## config.mk

```make
export PLATFORM = sky130hd
export DESIGN_NAME = dice_cgra_dispatcher_flat
export DESIGN_NICKNAME = d
export VERILOG_FILES = /design/src/rtl/dice_cgra_dispatcher_if.sv /design/src/rtl/dice_cgra_dispatcher.sv /design/src/flat_wrapper.sv
export SDC_FILE = /design/constraint.sdc
export NUM_CORES = 1
export LEC_CHECK = 0
export CORE_MARGIN = 2
export CORE_UTILIZATION = 55
export CTS_CLUSTER_DIAMETER = 30
export DETAILED_ROUTE_END_ITERATION = 16
export PLACE_DENSITY = 0.83
export SKIP_LAST_GASP = 1
export SYNTH_ARGS = -nofsm -noshare
export SYNTH_HDL_FRONTEND = slang
export SYNTH_SLANG_ARGS = --single-unit
```

## constraint.sdc

```tcl
create_clock -name clk -period 16.9 [get_ports clk]
set_input_delay 3.38 -clock clk [delete_from_list [all_inputs] [get_ports clk]]
set_output_delay 3.38 -clock clk [all_outputs]
set_load 0.05 [all_outputs]
```

## src/rtl/dice_cgra_dispatcher_if.sv

```systemverilog
// Launch/dispatch bundle between a launch source (master) and the CGRA thread dispatcher (slave).
interface dice_cgra_dispatcher_if #(
    parameter int NUM_TID      = 512,
    parameter int TID_WIDTH    = $clog2(NUM_TID),
    parameter int MAX_CTA_ID   = 65535,
    parameter int CTA_ID_WIDTH = $clog2(MAX_CTA_ID),
    parameter int MAX_II       = 8,
    parameter int MAX_DRAIN    = 64
);
    localparam int IIW = $clog2(MAX_II + 1);
    localparam int DW  = $clog2(MAX_DRAIN + 1);

    logic                    start;
    logic [TID_WIDTH-1:0]    ntid_x, ntid_y, ntid_z;
    logic [CTA_ID_WIDTH-1:0] ctaid_x, ctaid_y, ctaid_z;
    logic [CTA_ID_WIDTH-1:0] nctaid_x, nctaid_y, nctaid_z;
    logic [IIW-1:0]          ii;
    logic [DW-1:0]           drain_cycles;
    logic                    stall;

    logic [TID_WIDTH-1:0]    disp_tid;
    logic                    disp_valid;
    logic [TID_WIDTH-1:0]    tid_x, tid_y, tid_z;
    logic [TID_WIDTH-1:0]    ntid_x_o, ntid_y_o, ntid_z_o;
    logic [CTA_ID_WIDTH-1:0] ctaid_x_o, ctaid_y_o, ctaid_z_o;
    logic [CTA_ID_WIDTH-1:0] nctaid_x_o, nctaid_y_o, nctaid_z_o;
    logic                    busy, done, err;

    modport master (
        output start, ntid_x, ntid_y, ntid_z, ctaid_x, ctaid_y, ctaid_z,
               nctaid_x, nctaid_y, nctaid_z, ii, drain_cycles, stall,
        input  disp_tid, disp_valid, tid_x, tid_y, tid_z,
               ntid_x_o, ntid_y_o, ntid_z_o, ctaid_x_o, ctaid_y_o, ctaid_z_o,
               nctaid_x_o, nctaid_y_o, nctaid_z_o, busy, done, err
    );

    modport slave (
        input  start, ntid_x, ntid_y, ntid_z, ctaid_x, ctaid_y, ctaid_z,
               nctaid_x, nctaid_y, nctaid_z, ii, drain_cycles, stall,
        output disp_tid, disp_valid, tid_x, tid_y, tid_z,
               ntid_x_o, ntid_y_o, ntid_z_o, ctaid_x_o, ctaid_y_o, ctaid_z_o,
               nctaid_x_o, nctaid_y_o, nctaid_z_o, busy, done, err
    );
endinterface

```

## src/rtl/dice_cgra_dispatcher.sv

```systemverilog
// CTA thread dispatcher: latches block geometry on launch, issues one TID per issue slot
// (honouring stall and initiation interval), then waits out a drain latency before pulsing done.
module dice_cgra_dispatcher #(
    parameter int NUM_TID      = 512,
    parameter int TID_WIDTH    = $clog2(NUM_TID),
    parameter int MAX_CTA_ID   = 65535,
    parameter int CTA_ID_WIDTH = $clog2(MAX_CTA_ID),
    parameter int MAX_II       = 8,
    parameter int MAX_DRAIN    = 64
) (
    input logic                  clk,
    input logic                  rst,
    input logic                  clr,
    dice_cgra_dispatcher_if.slave bus
);
    localparam int TW  = TID_WIDTH;
    localparam int CW  = CTA_ID_WIDTH;
    localparam int IIW = $clog2(MAX_II + 1);
    localparam int DW  = $clog2(MAX_DRAIN + 1);
    localparam int PW  = 3 * TID_WIDTH;
    localparam logic [TW-1:0]  ONE    = 1;
    localparam logic [IIW-1:0] II_ONE = 1;
    localparam logic [DW-1:0]  D_ONE  = 1;
    localparam logic [PW-1:0]  N_MAX  = PW'(NUM_TID);

    typedef enum logic [1:0] {IDLE, ISSUE, DRAIN} state_e;

    state_e             state_q, state_d;
    logic [2:0][TW-1:0] ntid_q, ntid_d;
    logic [2:0][CW-1:0] cta_q, cta_d, ncta_q, ncta_d;
    logic [TW-1:0]      x_q, x_d, y_q, y_d, z_q, z_d, lin_q, lin_d, last_q, last_d;
    logic [TW-1:0]      tid_q, tid_d, tx_q, tx_d, ty_q, ty_d, tz_q, tz_d;
    logic [IIW-1:0]     ii_eff_q, ii_eff_d, ii_cnt_q, ii_cnt_d;
    logic [DW-1:0]      drain_q, drain_d, dcnt_q, dcnt_d;
    logic               vld_q, vld_d, done_q, done_d, err_q, err_d;
    logic [PW-1:0]      n_req;

    // Full-width product so oversized blocks cannot alias into the legal range.
    assign n_req = PW'(bus.ntid_x) * PW'(bus.ntid_y) * PW'(bus.ntid_z);

    always_comb begin
        state_d  = state_q;
        ntid_d   = ntid_q;
        cta_d    = cta_q;
        ncta_d   = ncta_q;
        x_d      = x_q;
        y_d      = y_q;
        z_d      = z_q;
        lin_d    = lin_q;
        last_d   = last_q;
        tid_d    = tid_q;
        tx_d     = tx_q;
        ty_d     = ty_q;
        tz_d     = tz_q;
        ii_eff_d = ii_eff_q;
        ii_cnt_d = ii_cnt_q;
        drain_d  = drain_q;
        dcnt_d   = dcnt_q;
        vld_d    = 1'b0;
        done_d   = 1'b0;
        err_d    = 1'b0;
        case (state_q)
            IDLE: begin
                if (bus.start) begin
                    if (n_req == '0 || n_req > N_MAX) begin
                        err_d = 1'b1;
                    end else begin
                        ntid_d   = {bus.ntid_z, bus.ntid_y, bus.ntid_x};
                        cta_d    = {bus.ctaid_z, bus.ctaid_y, bus.ctaid_x};
                        ncta_d   = {bus.nctaid_z, bus.nctaid_y, bus.nctaid_x};
                        last_d   = n_req[TW-1:0] - ONE;
                        ii_eff_d = (bus.ii == '0) ? II_ONE : bus.ii;
                        drain_d  = bus.drain_cycles;
                        x_d      = '0;
                        y_d      = '0;
                        z_d      = '0;
                        lin_d    = '0;
                        ii_cnt_d = '0;
                        state_d  = ISSUE;
                    end
                end
            end
            ISSUE: begin
                if (ii_cnt_q == '0 && !bus.stall) begin
                    vld_d    = 1'b1;
                    tid_d    = lin_q;
                    tx_d     = x_q;
                    ty_d     = y_q;
                    tz_d     = z_q;
                    ii_cnt_d = ii_eff_q - II_ONE;
                    lin_d    = lin_q + ONE;
                    if (x_q == ntid_q[0] - ONE) begin
                        x_d = '0;
                        if (y_q == ntid_q[1] - ONE) begin
                            y_d = '0;
                            z_d = z_q + ONE;
                        end else begin
                            y_d = y_q + ONE;
                        end
                    end else begin
                        x_d = x_q + ONE;
                    end
                    if (lin_q == last_q) begin
                        dcnt_d  = drain_q;
                        state_d = DRAIN;
                    end
                end else if (ii_cnt_q != '0) begin
                    ii_cnt_d = ii_cnt_q - II_ONE;
                end
            end
            DRAIN: begin
                if (dcnt_q == '0) begin
                    done_d  = 1'b1;
                    state_d = IDLE;
                end else begin
                    dcnt_d = dcnt_q - D_ONE;
                end
            end
            default: state_d = IDLE;
        endcase
    end

    always_ff @(posedge clk) begin
        if (rst || clr) begin
            state_q  <= IDLE;
            ntid_q   <= '0;
            cta_q    <= '0;
            ncta_q   <= '0;
            x_q      <= '0;
            y_q      <= '0;
            z_q      <= '0;
            lin_q    <= '0;
            last_q   <= '0;
            tid_q    <= '0;
            tx_q     <= '0;
            ty_q     <= '0;
            tz_q     <= '0;
            ii_eff_q <= '0;
            ii_cnt_q <= '0;
            drain_q  <= '0;
            dcnt_q   <= '0;
            vld_q    <= 1'b0;
            done_q   <= 1'b0;
            err_q    <= 1'b0;
        end else begin
            state_q  <= state_d;
            ntid_q   <= ntid_d;
            cta_q    <= cta_d;
            ncta_q   <= ncta_d;
            x_q      <= x_d;
            y_q      <= y_d;
            z_q      <= z_d;
            lin_q    <= lin_d;
            last_q   <= last_d;
            tid_q    <= tid_d;
            tx_q     <= tx_d;
            ty_q     <= ty_d;
            tz_q     <= tz_d;
            ii_eff_q <= ii_eff_d;
            ii_cnt_q <= ii_cnt_d;
            drain_q  <= drain_d;
            dcnt_q   <= dcnt_d;
            vld_q    <= vld_d;
            done_q   <= done_d;
            err_q    <= err_d;
        end
    end

    assign bus.disp_tid   = tid_q;
    assign bus.disp_valid = vld_q;
    assign bus.tid_x      = tx_q;
    assign bus.tid_y      = ty_q;
    assign bus.tid_z      = tz_q;
    assign bus.ntid_x_o   = ntid_q[0];
    assign bus.ntid_y_o   = ntid_q[1];
    assign bus.ntid_z_o   = ntid_q[2];
    assign bus.ctaid_x_o  = cta_q[0];
    assign bus.ctaid_y_o  = cta_q[1];
    assign bus.ctaid_z_o  = cta_q[2];
    assign bus.nctaid_x_o = ncta_q[0];
    assign bus.nctaid_y_o = ncta_q[1];
    assign bus.nctaid_z_o = ncta_q[2];
    assign bus.busy       = (state_q != IDLE);
    assign bus.done       = done_q;
    assign bus.err        = err_q;
endmodule

```

## src/flat_wrapper.sv

```systemverilog
// flat-port wrapper written by rule: the top's interface ports become plain ports
module dice_cgra_dispatcher_flat 
#(
    parameter int NUM_TID      = 512,
    parameter int TID_WIDTH    = $clog2(NUM_TID),
    parameter int MAX_CTA_ID   = 65535,
    parameter int CTA_ID_WIDTH = $clog2(MAX_CTA_ID),
    parameter int MAX_II       = 8,
    parameter int MAX_DRAIN    = 64
)
  (clk, rst, clr, bus_start, bus_ntid_x, bus_ntid_y, bus_ntid_z, bus_ctaid_x, bus_ctaid_y, bus_ctaid_z, bus_nctaid_x, bus_nctaid_y, bus_nctaid_z, bus_ii, bus_drain_cycles, bus_stall, bus_disp_tid, bus_disp_valid, bus_tid_x, bus_tid_y, bus_tid_z, bus_ntid_x_o, bus_ntid_y_o, bus_ntid_z_o, bus_ctaid_x_o, bus_ctaid_y_o, bus_ctaid_z_o, bus_nctaid_x_o, bus_nctaid_y_o, bus_nctaid_z_o, bus_busy, bus_done, bus_err);
  dice_cgra_dispatcher_if #(.NUM_TID(NUM_TID), .TID_WIDTH(TID_WIDTH), .MAX_CTA_ID(MAX_CTA_ID), .CTA_ID_WIDTH(CTA_ID_WIDTH), .MAX_II(MAX_II), .MAX_DRAIN(MAX_DRAIN)) bus_i ();
  input logic clk;
  input logic rst;
  input logic clr;
  input wire logic [$bits(bus_i.start)-1:0] bus_start;
  input wire logic [$bits(bus_i.ntid_x)-1:0] bus_ntid_x;
  input wire logic [$bits(bus_i.ntid_y)-1:0] bus_ntid_y;
  input wire logic [$bits(bus_i.ntid_z)-1:0] bus_ntid_z;
  input wire logic [$bits(bus_i.ctaid_x)-1:0] bus_ctaid_x;
  input wire logic [$bits(bus_i.ctaid_y)-1:0] bus_ctaid_y;
  input wire logic [$bits(bus_i.ctaid_z)-1:0] bus_ctaid_z;
  input wire logic [$bits(bus_i.nctaid_x)-1:0] bus_nctaid_x;
  input wire logic [$bits(bus_i.nctaid_y)-1:0] bus_nctaid_y;
  input wire logic [$bits(bus_i.nctaid_z)-1:0] bus_nctaid_z;
  input wire logic [$bits(bus_i.ii)-1:0] bus_ii;
  input wire logic [$bits(bus_i.drain_cycles)-1:0] bus_drain_cycles;
  input wire logic [$bits(bus_i.stall)-1:0] bus_stall;
  output wire logic [$bits(bus_i.disp_tid)-1:0] bus_disp_tid;
  output wire logic [$bits(bus_i.disp_valid)-1:0] bus_disp_valid;
  output wire logic [$bits(bus_i.tid_x)-1:0] bus_tid_x;
  output wire logic [$bits(bus_i.tid_y)-1:0] bus_tid_y;
  output wire logic [$bits(bus_i.tid_z)-1:0] bus_tid_z;
  output wire logic [$bits(bus_i.ntid_x_o)-1:0] bus_ntid_x_o;
  output wire logic [$bits(bus_i.ntid_y_o)-1:0] bus_ntid_y_o;
  output wire logic [$bits(bus_i.ntid_z_o)-1:0] bus_ntid_z_o;
  output wire logic [$bits(bus_i.ctaid_x_o)-1:0] bus_ctaid_x_o;
  output wire logic [$bits(bus_i.ctaid_y_o)-1:0] bus_ctaid_y_o;
  output wire logic [$bits(bus_i.ctaid_z_o)-1:0] bus_ctaid_z_o;
  output wire logic [$bits(bus_i.nctaid_x_o)-1:0] bus_nctaid_x_o;
  output wire logic [$bits(bus_i.nctaid_y_o)-1:0] bus_nctaid_y_o;
  output wire logic [$bits(bus_i.nctaid_z_o)-1:0] bus_nctaid_z_o;
  output wire logic [$bits(bus_i.busy)-1:0] bus_busy;
  output wire logic [$bits(bus_i.done)-1:0] bus_done;
  output wire logic [$bits(bus_i.err)-1:0] bus_err;
  assign bus_i.start = bus_start;
  assign bus_i.ntid_x = bus_ntid_x;
  assign bus_i.ntid_y = bus_ntid_y;
  assign bus_i.ntid_z = bus_ntid_z;
  assign bus_i.ctaid_x = bus_ctaid_x;
  assign bus_i.ctaid_y = bus_ctaid_y;
  assign bus_i.ctaid_z = bus_ctaid_z;
  assign bus_i.nctaid_x = bus_nctaid_x;
  assign bus_i.nctaid_y = bus_nctaid_y;
  assign bus_i.nctaid_z = bus_nctaid_z;
  assign bus_i.ii = bus_ii;
  assign bus_i.drain_cycles = bus_drain_cycles;
  assign bus_i.stall = bus_stall;
  assign bus_disp_tid = bus_i.disp_tid;
  assign bus_disp_valid = bus_i.disp_valid;
  assign bus_tid_x = bus_i.tid_x;
  assign bus_tid_y = bus_i.tid_y;
  assign bus_tid_z = bus_i.tid_z;
  assign bus_ntid_x_o = bus_i.ntid_x_o;
  assign bus_ntid_y_o = bus_i.ntid_y_o;
  assign bus_ntid_z_o = bus_i.ntid_z_o;
  assign bus_ctaid_x_o = bus_i.ctaid_x_o;
  assign bus_ctaid_y_o = bus_i.ctaid_y_o;
  assign bus_ctaid_z_o = bus_i.ctaid_z_o;
  assign bus_nctaid_x_o = bus_i.nctaid_x_o;
  assign bus_nctaid_y_o = bus_i.nctaid_y_o;
  assign bus_nctaid_z_o = bus_i.nctaid_z_o;
  assign bus_busy = bus_i.busy;
  assign bus_done = bus_i.done;
  assign bus_err = bus_i.err;
  dice_cgra_dispatcher #(.NUM_TID(NUM_TID), .TID_WIDTH(TID_WIDTH), .MAX_CTA_ID(MAX_CTA_ID), .CTA_ID_WIDTH(CTA_ID_WIDTH), .MAX_II(MAX_II), .MAX_DRAIN(MAX_DRAIN)) u_core (.clk(clk), .rst(rst), .clr(clr), .bus(bus_i));
endmodule
```

==> key figures, run 1 <==
Setup path
  – Worst Path Required: 17330 ps
  – Max stage delay cell, worst path: clkdlybuf4s50_1
  – Crit Path Category: in -> reg
  – Crit Path Max Fanout: 44
  – CP Launch Type: input port
  – Cell mode on critical path: fa_1
  – Critical Path Max Stage Delay: 780 ps
  – Critical path capture point type: flop
  – Worst Path Arrival: 15410 ps

Route
  – Drt first-iter violations: 1182
  – DRC viols: 0
  – Via count: 16100
  – DR vias/cell: 5.59
  – Drt pass-1 iters: 6
  – WL/cell: 17.0 um
  – Antenna Nets Post-Route: 0
  – Drt total wl: 49000 um

CTS
  – CTS tree: built
  – Post-cts resize count: 0
  – Postcts setup bufs: 0
  – Post-CTS Hold Fix Bufs: 0
  – CTS buffer count: 48
  – Root Driver: clkbuf_16
  – Clock transition at path regs: 50 ps
  – Clock Path Buffers: 3
  – H-tree level count: 2
  – Clock Sinks: 231
  – Clk_lat worst skew: 560 ps

Synth
  – Ys Warns: 0
  – Mapped Area: 17500 sq um
  – Post-Syn Area per Cell: 7.98 sq um
  – Synth cell types: 75
  – Synthesized flop and latch total: 231
  – Ys flop type: dfxtp_1
  – Post-synth EDFFs: 0
  – Mapped Nets: 2591
  – Seq/Total Area, Yosys: 26.4%
  – Post-Syn Instances: 2194
  – Async SR Flop Fraction: 0%

STA
  – Worst Clk Skew: 38.2 ps
  – Final setup TNS: 0 ps
  – Setup violations, final: 0
  – Slew Viols, Final: 0
  – Fin crit share: 88.6%
  – Minimum clock period: 14980 ps
  – Final Hold Vio Count: 0
  – Max transition margin: 27.1%
  – Worst-margin pin slew: 1090 ps
  – RSZ-0062 raised after global routing: no
  – Fmax: 66.8 MHz

Global route
  – Initial antenna violation count: 2
  – Grt total ovfl: 0
  – GRT Util Overall: 29.6%
  – Largest net degree at the start of global routing: 101
  – First-pass GRT wire length: 80900 um
  – Vias in the first global route: 16374

Die
  – Die area: 33300 sq um
  – Initial Utilization: 55.6%
  – # IOs: 302
  – Std cell rows: 65
  – Die width: 182 um
  – Die Height: 182 um
  – Core area: 31500 sq um

Finish
  – Layout area overhead: 28.1%
  – Most frequent cells in the layout: nand2_1, clkdlybuf4s50_1, dfxtp_1
  – Nets: 2833
  – N_diodes: 0
  – Fill cell count: 2353
  – Most common cell after layout, fill and taps aside: nand2_1
  – Layout cells sized above 1: 5.25%

Placed design
  – DP HPWL: 35900 um
  – Gpl congestion: 0.910
  – PortBufs: 301

Flow run
  – MaxCap Viol Count: 0

Worst hold path
  – Hold/Removal Path Class: reg -> reg

Run status
  – Status: finished, final reports clean
## kinds of logic after synthesis
family / share of synthesized area [%]
buffers and inverters: 7.65
AO/OA/AOI/OAI: 14.0
flip-flops: 26.4
XOR/XNOR: 2.85
AND/OR/NAND/NOR: 23.3
adder cells (fa/ha/maj): 25.4
multiplexers: 0.407
## per-stage QoR
stage	cells	area [sq um]	worst slack [ps]	hold WS, ps	utilization (%)
finish	2878	22400	1920	451	71.3
global route	2878	22400	1100	466	71.3
CTS	2878	22400	1960	452	71.3
detailed placement	2788	20600	1460	446	65.6
global placement	2788	20600	1780	441	65.6
floorplan	2194	17500	3830	437	-
## sequential cells by signal, summed over array words and instances (netlist names), 16 cells and up
register / cells
u_core.bus.ctaid_y_o: 16
u_core.bus.ctaid_z_o: 16
u_core.bus.ctaid_x_o: 16
u_core.bus.nctaid_x_o: 16
u_core.bus.nctaid_z_o: 16
u_core.bus.nctaid_y_o: 16
## worst max-delay path, delay by kind of cell
family | cells | cell delay (ps)
AO/OA/AOI/OAI | 12 | 2630
XOR/XNOR | 1 | 690
AND/OR/NAND/NOR | 8 | 2640
buffers and inverters | 7 | 1630
adder cells (fa/ha/maj) | 11 | 4400
## area by class of cell
class / count / area (sq um) / area share, %
Clock buffer: 53 / 1250 / 5.57
Clock inverter: 37 / 547 / 2.44
Sequential cell: 231 / 4620 / 20.6
Multi-Input combinational cell: 1618 / 11600 / 51.5
Inverter: 226 / 848 / 3.78
Tap cell: 402 / 503 / 2.24
Timing Repair Buffer: 311 / 3100 / 13.8
## routing by layer
layer / global-route usage (%) / wire (um)
met4: 12.7 / 1810
met5: 0 / 30
met2: 50.7 / 24300
met3: 5.39 / 3010
met1: 36.7 / 19900
## worst paths after layout
kind,from,end,slack (ps),cells past startpoint
setup / recovery,bus_ntid_y[0],u_core.z_q[7],1920,39
hold / removal,u_core.bus.ctaid_z_o[14],u_core.bus.ctaid_z_o[14],450,2
setup reg to reg,u_core.bus.ntid_y_o[0],u_core.z_q[3],13160,11
hold reg to reg,u_core.bus.ctaid_z_o[14],u_core.bus.ctaid_z_o[14],450,2
## cell usage after synthesis (4+ instances only)
library cell	number	area (sq um)
o31ai_1	4	30.0
a21o_1	9	67.6
a211oi_1	17	128
a21oi_1	223	1120
ha_1	95	1190
inv_1	226	848
xnor2_1	38	333
xor2_1	19	166
nand3_1	30	150
nand2_1	510	1910
mux2i_1	6	60.1
a21boi_0	5	37.5
a211o_1	6	52.6
nor2b_1	12	75.1
and3_1	18	113
o21bai_1	6	45.0
a31oi_1	23	144
o21a_1	7	52.6
nor2_1	98	368
nor4_1	4	25.0
and2_1	129	807
o21ai_0	49	245
or2_2	14	87.6
or3_1	4	25.0
nand2b_1	17	106
nor3_1	21	105
a31o_2	4	35.0
o211ai_1	7	52.6
nor4b_1	4	35.0
fa_1	163	3260
nor3b_1	6	45.0
dfxtp_1	231	4620
buf_2	30	150
clkbuf_1	87	327
nand4_1	11	68.8
Power of run 1 is not shown: default switching activity piles up to over one toggle a cycle in this logic, so the estimate is an artifact.
==> inputs of run 2 (changes only) <==
--- a/config.mk
+++ b/config.mk
@@ -5,11 +5,13 @@
 export SDC_FILE = /design/constraint.sdc
 export NUM_CORES = 1
 export LEC_CHECK = 0
+export ABC_AREA = 1
+export CAP_MARGIN = 20
 export CORE_MARGIN = 2
 export CORE_UTILIZATION = 55
 export CTS_CLUSTER_DIAMETER = 30
 export DETAILED_ROUTE_END_ITERATION = 16
-export PLACE_DENSITY = 0.83
+export PLACE_DENSITY = 0.82
 export SKIP_LAST_GASP = 1
 export SYNTH_ARGS = -nofsm -noshare
 export SYNTH_HDL_FRONTEND = slang
==> run 2 against run 1 <==
  * Flip-flop and latch count unchanged
  * Hold slack better by 8.2 ps
  * Design area increased by 0.89%
  * Fmax increased by 7.1%
  * Core utilization grew 0.083 points
  * Largest cell class unchanged
==> key figures, run 2 <==
Synth
  – Post-synth EDFFs: 0
  – Seq/Total Area, Yosys: 25.9%
  – Cell with the most instances after synthesis: nand2_1
  – Mapped Area: 17800 sq um
  – Synth cell types: 41
  – Ys flop type: dfxtp_1
  – Post-Syn Area per Cell: 7.26 sq um
  – Largest area contributor in the netlist: dfxtp_1
  – Ys Warns: 0
  – Mapped Nets: 2853
  – Async SR Flop Fraction: 0%
  – Top-area cell type share of the netlist area: 25.9%
  – Largest cells by area after synthesis: dfxtp_1, fa_1, nand2_1
  – Post-synth top cells: nand2_1, inv_1, a21oi_1
  – Synthesized flop and latch total: 231
  – Post-Syn Instances: 2456

CTS
  – H-tree level count: 2
  – Clock Sinks: 231
  – Post-cts resize count: 0
  – Clock Path Buffers: 3
  – CTS buffer count: 48
  – Root Driver: clkbuf_16
  – Postcts setup bufs: 0
  – CTS tree: built
  – Clk_lat worst skew: 550 ps
  – Clock transition at path regs: 50 ps
  – Post-CTS Hold Fix Bufs: 0

Setup path
  – Crit Path Category: in -> reg
  – Critical Path Source: bus_ntid_y[8]
  – Reg2reg start: u_core.bus.ntid_x_o[0]
  – FF-to-FF setup slack: 13350 ps
  – FF-to-FF End: u_core.z_q[0]
  – Crit path capture: u_core.bus.ctaid_y_o[8]
  – Cell mode on critical path: fa_1
  – Worst Path Arrival: 14360 ps
  – Max stage delay cell, worst path: clkdlybuf4s50_1
  – Worst Reg-to-Reg Cells: 15
  – Worst Path Required: 17280 ps
  – Critical path capture point type: flop
  – CP Launch Type: input port
  – Crit Path Max Fanout: 85
  – Critical Path Max Stage Delay: 830 ps

Placed design
  – PortBufs: 301
  – Gpl congestion: 0.929
  – Post-place setup slack: 2630 ps
  – DP HPWL: 37700 um
  – Placed insts: 3043

STA
  – Final setup TNS: 0 ps
  – Setup violations, final: 0
  – Fmax: 71.5 MHz
  – Worst Clk Skew: 17.7 ps
  – Fin crit share: 82.7%
  – RSZ-0062 raised after global routing: no
  – Worst-margin pin slew: 1110 ps
  – Max transition margin: 25.9%
  – Final Hold Vio Count: 0
  – Final worst setup slack: 2920 ps
  – Slew Viols, Final: 0
  – Worst hold slack: 460 ps
  – Minimum clock period: 13980 ps

Route
  – DRC viols: 0
  – DR vias/cell: 5.53
  – Via count: 17321
  – WL/cell: 16.6 um
  – Drt first-iter violations: 1335
  – Antenna Nets Post-Route: 0
  – Drt pass-1 iters: 6
  – Drt total wl: 52100 um

Finish
  – Layout area overhead: 26.9%
  – N_diodes: 0
  – Area of the multi-input gates: 11200 sq um
  – Register area: 4620 sq um
  – Layout cells sized above 1: 4.25%
  – Fill cell count: 2479
  – Final Non-Filler Cells: 3132
  – Most common cell after layout, fill and taps aside: nand2_1
  – Most frequent cells in the layout: nand2_1, inv_1, clkdlybuf4s50_1
  – Nets: 3089

Die
  – Die Height: 184 um
  – Die area: 33900 sq um
  – # IOs: 302
  – Core area: 31700 sq um
  – Initial Utilization: 56.2%
  – Die width: 184 um
  – Std cell rows: 65

Global route
  – Initial antenna violation count: 0
  – Grt total ovfl: 0
  – First-pass GRT wire length: 84500 um
  – Largest net degree at the start of global routing: 112
  – Vias in the first global route: 17637
  – GRT Util Overall: 30.7%

Worst hold path
  – Hold/Removal Path Class: reg -> reg

Flow run
  – MaxCap Viol Count: 0

Run status
  – Status: finished, final reports clean
## run 2: cell types whose count changed after synthesis, sizes merged, moves of 19 or more
cell,previous run,this run
and2,130,1
nand3,30,197
nor2,99,220
inv,226,397
xnor2,38,19
o21ai,49,78
a21oi,224,244
nand2,510,533
xor2,19,42
## run 2: layer usage
layer  vias to the layer above  part of all wire (%)  global-route usage, %
met2                       738                    50                   52.8
li1                       8156                     -                      -
met3                       195                   6.9                   5.25
met5                         -                     0                      0
met1                      8232                    39                   37.5
met4                         0                   4.7                   14.8
## run 2: cell type report
class / instances / share of cell area [%]
multi-input combinational: 1695 / 49.3
sequential: 231 / 20.4
timing repair buffer: 309 / 13.6
inverter: 407 / 6.76
clock buffer: 61 / 5.93
tap: 402 / 2.22
clock inverter: 27 / 1.69
## run 2: logic make-up after synthesis
family,count (synthesis),synth area share [%]
AOI/OAI and AO/OA,352,10.3
xor gates and xnor gates,62,3.12
buffers and inverters,530,11.6
adders and majority gates,258,25.0
and+or+nand+nor,1023,24.0
DFF,231,25.9
## run 2: worst max-delay path, delay by kind of cell
kind                       cells  cell delay (ps)
xor gates and xnor gates       1              530
buffers and inverters          6             1590
and+or+nand+nor               16             3020
AOI/OAI and AO/OA              5              860
adders and majority gates     10             4880
## run 2: worst min-delay path by stage
stage	startpoint	endpoint	slack [ps]	cells past startpoint
CTS	u_core.bus.ctaid_x_o[13]	u_core.bus.ctaid_x_o[13]	460	2
floorplan	u_core.drain_q[2]	u_core.drain_q[2]	430	2
detailed placement	u_core.bus.ctaid_y_o[8]	u_core.bus.ctaid_y_o[8]	450	2
global placement	u_core.bus.ctaid_x_o[2]	u_core.bus.ctaid_x_o[2]	450	2
finish	u_core.bus.ntid_z_o[8]	u_core.bus.ntid_z_o[8]	460	2
global route	u_core.bus.ctaid_x_o[13]	u_core.bus.ctaid_x_o[13]	470	2
## run 2: stage by stage
stage	area (sq um)	util (%)
finish	22600	71.4
floorplan	17800	-
detailed placement	20900	65.9
CTS	22600	71.3
global route	22600	71.4
global placement	20900	65.9
Power of run 2 is left out for the same reason.
